--- src/rtl/im_port_arbiter.sv ---
// im_port_arbiter: shares the instruction ROM read port between the fetch
// stage (F, priority) and a debug reader (D, bounded wait). Byte addresses
// are rebased by TEXT_BASE and turned into word indices; read data is
// registered, so responses arrive one cycle after the grant.
// Optional build macro IM_ADDR_CHECK_EN adds f_err/d_err range/alignment
// flags and returns zero data for erroring reads.
module im_port_arbiter #(
  parameter logic [31:0] TEXT_BASE    = 32'h0000_3000,
  parameter int unsigned DEPTH_LOG2   = 10,
  parameter int unsigned STARVE_LIMIT = 4
) (
  input  logic                  clk,
  input  logic                  reset,
  input  logic                  f_req,
  input  logic [31:0]           f_addr,
  output logic                  f_gnt,
  output logic                  f_rvalid,
  output logic [31:0]           f_rdata,
  input  logic                  d_req,
  input  logic [31:0]           d_addr,
  output logic                  d_gnt,
  output logic                  d_rvalid,
  output logic [31:0]           d_rdata,
  output logic [DEPTH_LOG2-1:0] im_idx,
  input  logic [31:0]           im_rdata,
  output logic [2:0]            wait_cnt
`ifdef IM_ADDR_CHECK_EN
  ,
  output logic                  f_err,
  output logic                  d_err
`endif
);

  typedef enum logic {S_FPRI, S_DSLOT} state_t;

  state_t                state_q, state_d;
  logic [2:0]            wait_q, wait_d;
  logic [DEPTH_LOG2-1:0] idx_q;
  logic                  f_rvalid_q, d_rvalid_q;
  logic [31:0]           f_rdata_q, d_rdata_q;
  logic                  f_gnt_c, d_gnt_c, any_gnt, d_waiting;
  logic [31:0]           gnt_addr, offset, rom_word;
  logic [DEPTH_LOG2-1:0] idx_new;
`ifdef IM_ADDR_CHECK_EN
  logic                  f_err_q, d_err_q, addr_err;
`endif

  // Grant selection: forced debug slot first, then fetch, then debug.
  always_comb begin
    f_gnt_c = 1'b0;
    d_gnt_c = 1'b0;
    if (reset) begin
      if (state_q == S_DSLOT && d_req) d_gnt_c = 1'b1;
      else if (f_req)                  f_gnt_c = 1'b1;
      else if (d_req)                  d_gnt_c = 1'b1;
    end
  end

  assign any_gnt   = f_gnt_c | d_gnt_c;
  assign d_waiting = reset & d_req & ~d_gnt_c;

  // Starvation counter and next arbitration state.
  always_comb begin
    wait_d  = '0;
    state_d = S_FPRI;
    if (d_waiting) begin
      wait_d = (wait_q == 3'd7) ? 3'd7 : wait_q + 3'd1;
      if (wait_q == 3'(STARVE_LIMIT - 1)) state_d = S_DSLOT;
    end
  end

  // Address translation of the granted requester and data selection.
  always_comb begin
    gnt_addr = f_gnt_c ? f_addr : d_addr;
    offset   = gnt_addr - TEXT_BASE;
    idx_new  = DEPTH_LOG2'(offset >> 2);
    rom_word = im_rdata;
`ifdef IM_ADDR_CHECK_EN
    addr_err = (gnt_addr[1:0] != 2'b00) || (gnt_addr < TEXT_BASE) ||
               ({1'b0, gnt_addr} >= ({1'b0, TEXT_BASE} + (33'd1 << (DEPTH_LOG2 + 2))));
    if (addr_err) rom_word = '0;
`endif
  end

  // Index holds its last granted value while the port is idle.
  assign im_idx = any_gnt ? idx_new : idx_q;

  // All state: FSM, counter, index hold, response registers.
  always_ff @(posedge clk) begin
    if (!reset) begin
      state_q    <= S_FPRI;
      wait_q     <= '0;
      idx_q      <= '0;
      f_rvalid_q <= 1'b0;
      d_rvalid_q <= 1'b0;
      f_rdata_q  <= '0;
      d_rdata_q  <= '0;
`ifdef IM_ADDR_CHECK_EN
      f_err_q    <= 1'b0;
      d_err_q    <= 1'b0;
`endif
    end else begin
      state_q    <= state_d;
      wait_q     <= wait_d;
      f_rvalid_q <= f_gnt_c;
      d_rvalid_q <= d_gnt_c;
      if (any_gnt) idx_q <= idx_new;
      if (f_gnt_c) f_rdata_q <= rom_word;
      if (d_gnt_c) d_rdata_q <= rom_word;
`ifdef IM_ADDR_CHECK_EN
      f_err_q    <= f_gnt_c & addr_err;
      d_err_q    <= d_gnt_c & addr_err;
`endif
    end
  end

  assign f_gnt    = f_gnt_c;
  assign d_gnt    = d_gnt_c;
  assign f_rvalid = f_rvalid_q;
  assign d_rvalid = d_rvalid_q;
  assign f_rdata  = f_rdata_q;
  assign d_rdata  = d_rdata_q;
  assign wait_cnt = wait_q;
`ifdef IM_ADDR_CHECK_EN
  assign f_err    = f_err_q;
  assign d_err    = d_err_q;
`endif

endmodule
--- config.mk ---
export PLATFORM = sky130hd
export DESIGN_NAME = im_port_arbiter
export DESIGN_NICKNAME = d
export VERILOG_FILES = /design/src/rtl/im_port_arbiter.sv
export SDC_FILE = /design/constraint.sdc
export NUM_CORES = 1
export LEC_CHECK = 0
export BUFFER_PORTS_ARGS = -buffer_cell sky130_fd_sc_hd__buf_2
export CORE_MARGIN = 3
export CORE_UTILIZATION = 40
export DETAILED_ROUTE_END_ITERATION = 8
export PLACE_DENSITY = 0.73
export SLEW_MARGIN = 10
export SYNTH_ARGS = -nofsm -noshare
export SYNTH_HDL_FRONTEND = slang
export SYNTH_SLANG_ARGS = --single-unit
--- constraint.sdc ---
create_clock -name clk -period 2.7 [get_ports clk]
set_input_delay 0.54 -clock clk [delete_from_list [all_inputs] [get_ports clk]]
set_output_delay 0.54 -clock clk [all_outputs]
set_load 0.005 [all_outputs]
Word-level counts from Yosys, hierarchy flattened:

Index checks and enable logic that the tools add are counted.

* $add $sub $neg: 2
* equality and inequality tests: 2
* muxes and demuxes: 11
* bitwise gates (word level): 4
* reductions and logical operators: 2

Operators by type and width (count)
* $mux 12: 1
* $sub 12x1->12 const B: 1
* $mux 10: 1
* $mux 1: 8
* $add 3x1->3 const B: 1
* $eq 3x2->1 const B: 1
* $eq 3x3->1 const B: 1
* $mux 3: 1
* $and 1x1->1: 2
* $reduce_and 2->1: 1
* $logic_and 1x1->1: 1
* $not 1->1: 1
* $or 1x1->1: 1

* register bits after elaboration: 80
* input port bits: 100
* output and inout bits: 81
* logic and storage cells: 28

Longest topological paths before layout:

* depth in word-level cells: 7
* gate-level depth with buffers: 5
* gate-level depth less buffers: 3

Worst setup path after synthesis:

Ideal clock, no wire load.

* kind: input port to output port
* start point: in reset
* end point: out im_idx[4]
* arrival: 1.265 ns
* required time: 2.160 ns
* slack: 0.895 ns
* stages on the path: 5
* buffers on the path: 3
* path through: buf_4 -> nand3_1 -> buf_6 -> buf_6 -> a211oi_1

* longest elaborated chain between the ends: 4
* elaborated cells between the ends (all ways): 6
* those cells by class: 1 x add/sub; 4 x mux; 1 x bitwise

Ends and longest elaborated chain
* from (decl): line 13 `input logic reset,`
* $mux 1: line 52 `if (reset) begin`
* $mux 12: line 74 `gnt_addr = f_gnt_c ? f_addr : d_addr;`
* $sub 12x1->12: line 75 `offset = gnt_addr - TEXT_BASE;`
* $mux 10 (*)
* to (decl): line 24 `output logic [DEPTH_LOG2-1:0] im_idx,`

Every way passes the cells marked *; elsewhere a longest branch is shown, timed or not.

Final worst setup path:

* start point: in reset
* end point: out im_idx[9]

The elaborated chain is that of the path after synthesis.

==> results.toml <==
[run_status]
status = "finished clean"

[timing]
rsz0062_at_grt = "no"
worstMarginPinSlew_ps = 654.7
finalMaxSlewViolations = 0
slew_headroom = 0.5635
min_period_ps = 2351
fin_skew_ps = 8.266
hold_viol = 0
finalSetupViolations = 0
clock.fmax_mhz = 425.3
fin_crit_sh = 0.8709
setup_tns_ps = 0

[pwr]
p_leak_nw = 2.174
vdd_drop_max_uv = 320.2
total_power_mw = 2.717
pwr_density_cell_nw_per_um2 = 643.3

[clock_tree]
cts_tree = "yes"
postCtsResizedCells = 0
cts_max_path_buffers = 2
clk_pin_slew_ps = 80
post_cts_buffers = 0
h-tree-depth = 3
cts_buffers = 9
clock_sinks = 80
clock_latency_ps = 350
hold_buffers = 0
cts_root_buf = "clkbuf_8"

[final_layout]
drive_above_1_share = 0.3473
layout_commonest_cell = "buf_2"
final_cell_mix = "buf_2 (136), dfxtp_1 (80), nand2_1 (67), mux2i_1 (64), inv_1 (34)"
final_cells = 580
seq_area_um2 = 1602
nets = 574
multiInputGateArea_um2 = 1399
area.growth.synth_to_final_pct = 28.33
nFillCells = 752
fin_util = 0.5381
n_antenna_cell = 0

[floorplanning]
pin_count = 181
rows = 32
dieArea_um2 = 9351
core_um2 = 7848
dieHeight_um = 96.70
initial_core_util = 0.4193
dieWidth_um = 96.70

[synthesis]
avgSynthCellArea_um2 = 9.594
synth_nets = 444
ys_seq_area_frac = 0.4867
synthDistinctLibCells = 26
yosysWarnings = 0
synth_top_area_frac = 0.4867
synthTopCellsByArea = "dfxtp_1 (49%), mux2i_1 (19%), nand2_1 (7.6%)"
synthCells = 343
synth_area_um2 = 3291
synth-seq-cells = 80
synth_area_leader_cell = "dfxtp_1"

[critical_path]
startpoint_type = "primary input"
cp_top_family = "simple AND/OR/NAND/NOR gates"
end_kind = "output port"
critPathMaxFanout = 15
path_cells = "buf_2 > nand2_1 > nor3b_1 > a211oi_2 > buf_2"
crit_arrival_ps = 1810
critical_path_class = "primary input to output port"
path_common_cell = "buf_2"
max_stage_delay_ps = 440
path_buf_inv = 2
crit_required_ps = 2160
critPathSlowestCell = "nor3b_1"

[global_route]
grt_pass1_vias = 2883
grt_overflow = 0
top_usage_layer = "met2"
antenna_found_initial = 0
gr-usage-met3 = 0.07282
grt_usage = 0.1743
met2_usage = 0.2787
grt_pass1_wl_um = 13520
grt.met1_usage = 0.2108
grt_max_degree = 67

[route]
drc = 0
vias_per_cell = 4.784
routedWlPerCell_um = 13.44
drtPass1Iterations = 4
via_count = 2775
drtIter0Drc = 60
antenna_left = 0
routed_wl_um = 7798

[place]
gp_congestion = 0.7615
dp_hpwl_um = 5459
place_inst = 564
port_buffers = 136

[hold_path]
holdCritPathClass = "primary input to register"

[job]
cap_violations = 0
## cell type report
type,instances,share of cell area
inverters,35,0.03111
clock buffers,10,0.03259
well taps,102,0.03022
multi-input cells,207,0.3313
flip-flops and latches,80,0.3793
clock inverters,6,0.02726
repair buffers,140,0.1683
## cells in the mapped netlist (all sizes together)
library cell  count
dfxtp            80
nor3b            11
inv              35
a21oi             2
and2b             1
nand2            68
buf              18
nand3             2
nor3             10
or2               1
o21ai            10
ha                1
o21a              1
a211oi           20
clkbuf            3
nor2             16
mux2i            64
## through the flow
| step | setup WS [ps] | hold slack, ps | area (um^2) |
|---|---|---|---|
| finish | 348.7 | 445.2 | 4223 |
| global route | 170.1 | 432.0 | 4223 |
| CTS | 335.3 | 430.6 | 4223 |
| detailed placement | 343.7 | 444.9 | 3970 |
| global placement | 394.1 | 439.6 | 3970 |
| floorplan | 895.0 | 451.1 | 3291 |
## where the power goes
group | switching, mW | internal, mW
registers | 0.0372 | 1.26
clock network | 0.441 | 0.644
logic | 0.176 | 0.161
## cell families (layout without fill, tap and decap cells)
group,after synthesis,count (layout),share of synthesized area
simple gates,109,109,0.1506
flops,80,80,0.4867
mux,64,64,0.1947
buf+inv,56,191,0.09201
compound gates,33,33,0.07224
fa+ha+maj,1,1,0.003802
## worst paths after layout
path	slack, ps	from	to	depth (start not counted)
worst max-delay path	350	reset	im_idx[9]	5
worst min-delay path	450	im_rdata[12]	f_rdata[12]	3
worst max register to register	1030	state_q	f_rdata[0]	4
worst min register to register	450	d_rdata[4]	d_rdata[4]	2
## state kept, by name, indices dropped and copies added, names as in the netlist
register and cells:
f_rvalid 1, d_rvalid 1, idx_q 10, state_q 1, f_rdata 32, wait_cnt 3
d_rdata 32
## routing by layer
metal,wire length (um),up-vias,share of wire
met5,0,-,0
met3,726,6,0.093
met1,3317,1265,0.43
met4,60,0,0.0077
li1,-,1392,-
met2,3694,112,0.47
## worst register-to-register path, delay by kind of cell (launching register included)
kind / cells / cell delay [ps]
buffers and inverters: 1 / 420
DFF: 1 / 320
muxes: 1 / 260
and+or+nand+nor: 2 / 590
Power figures use the tool's default switching activity.
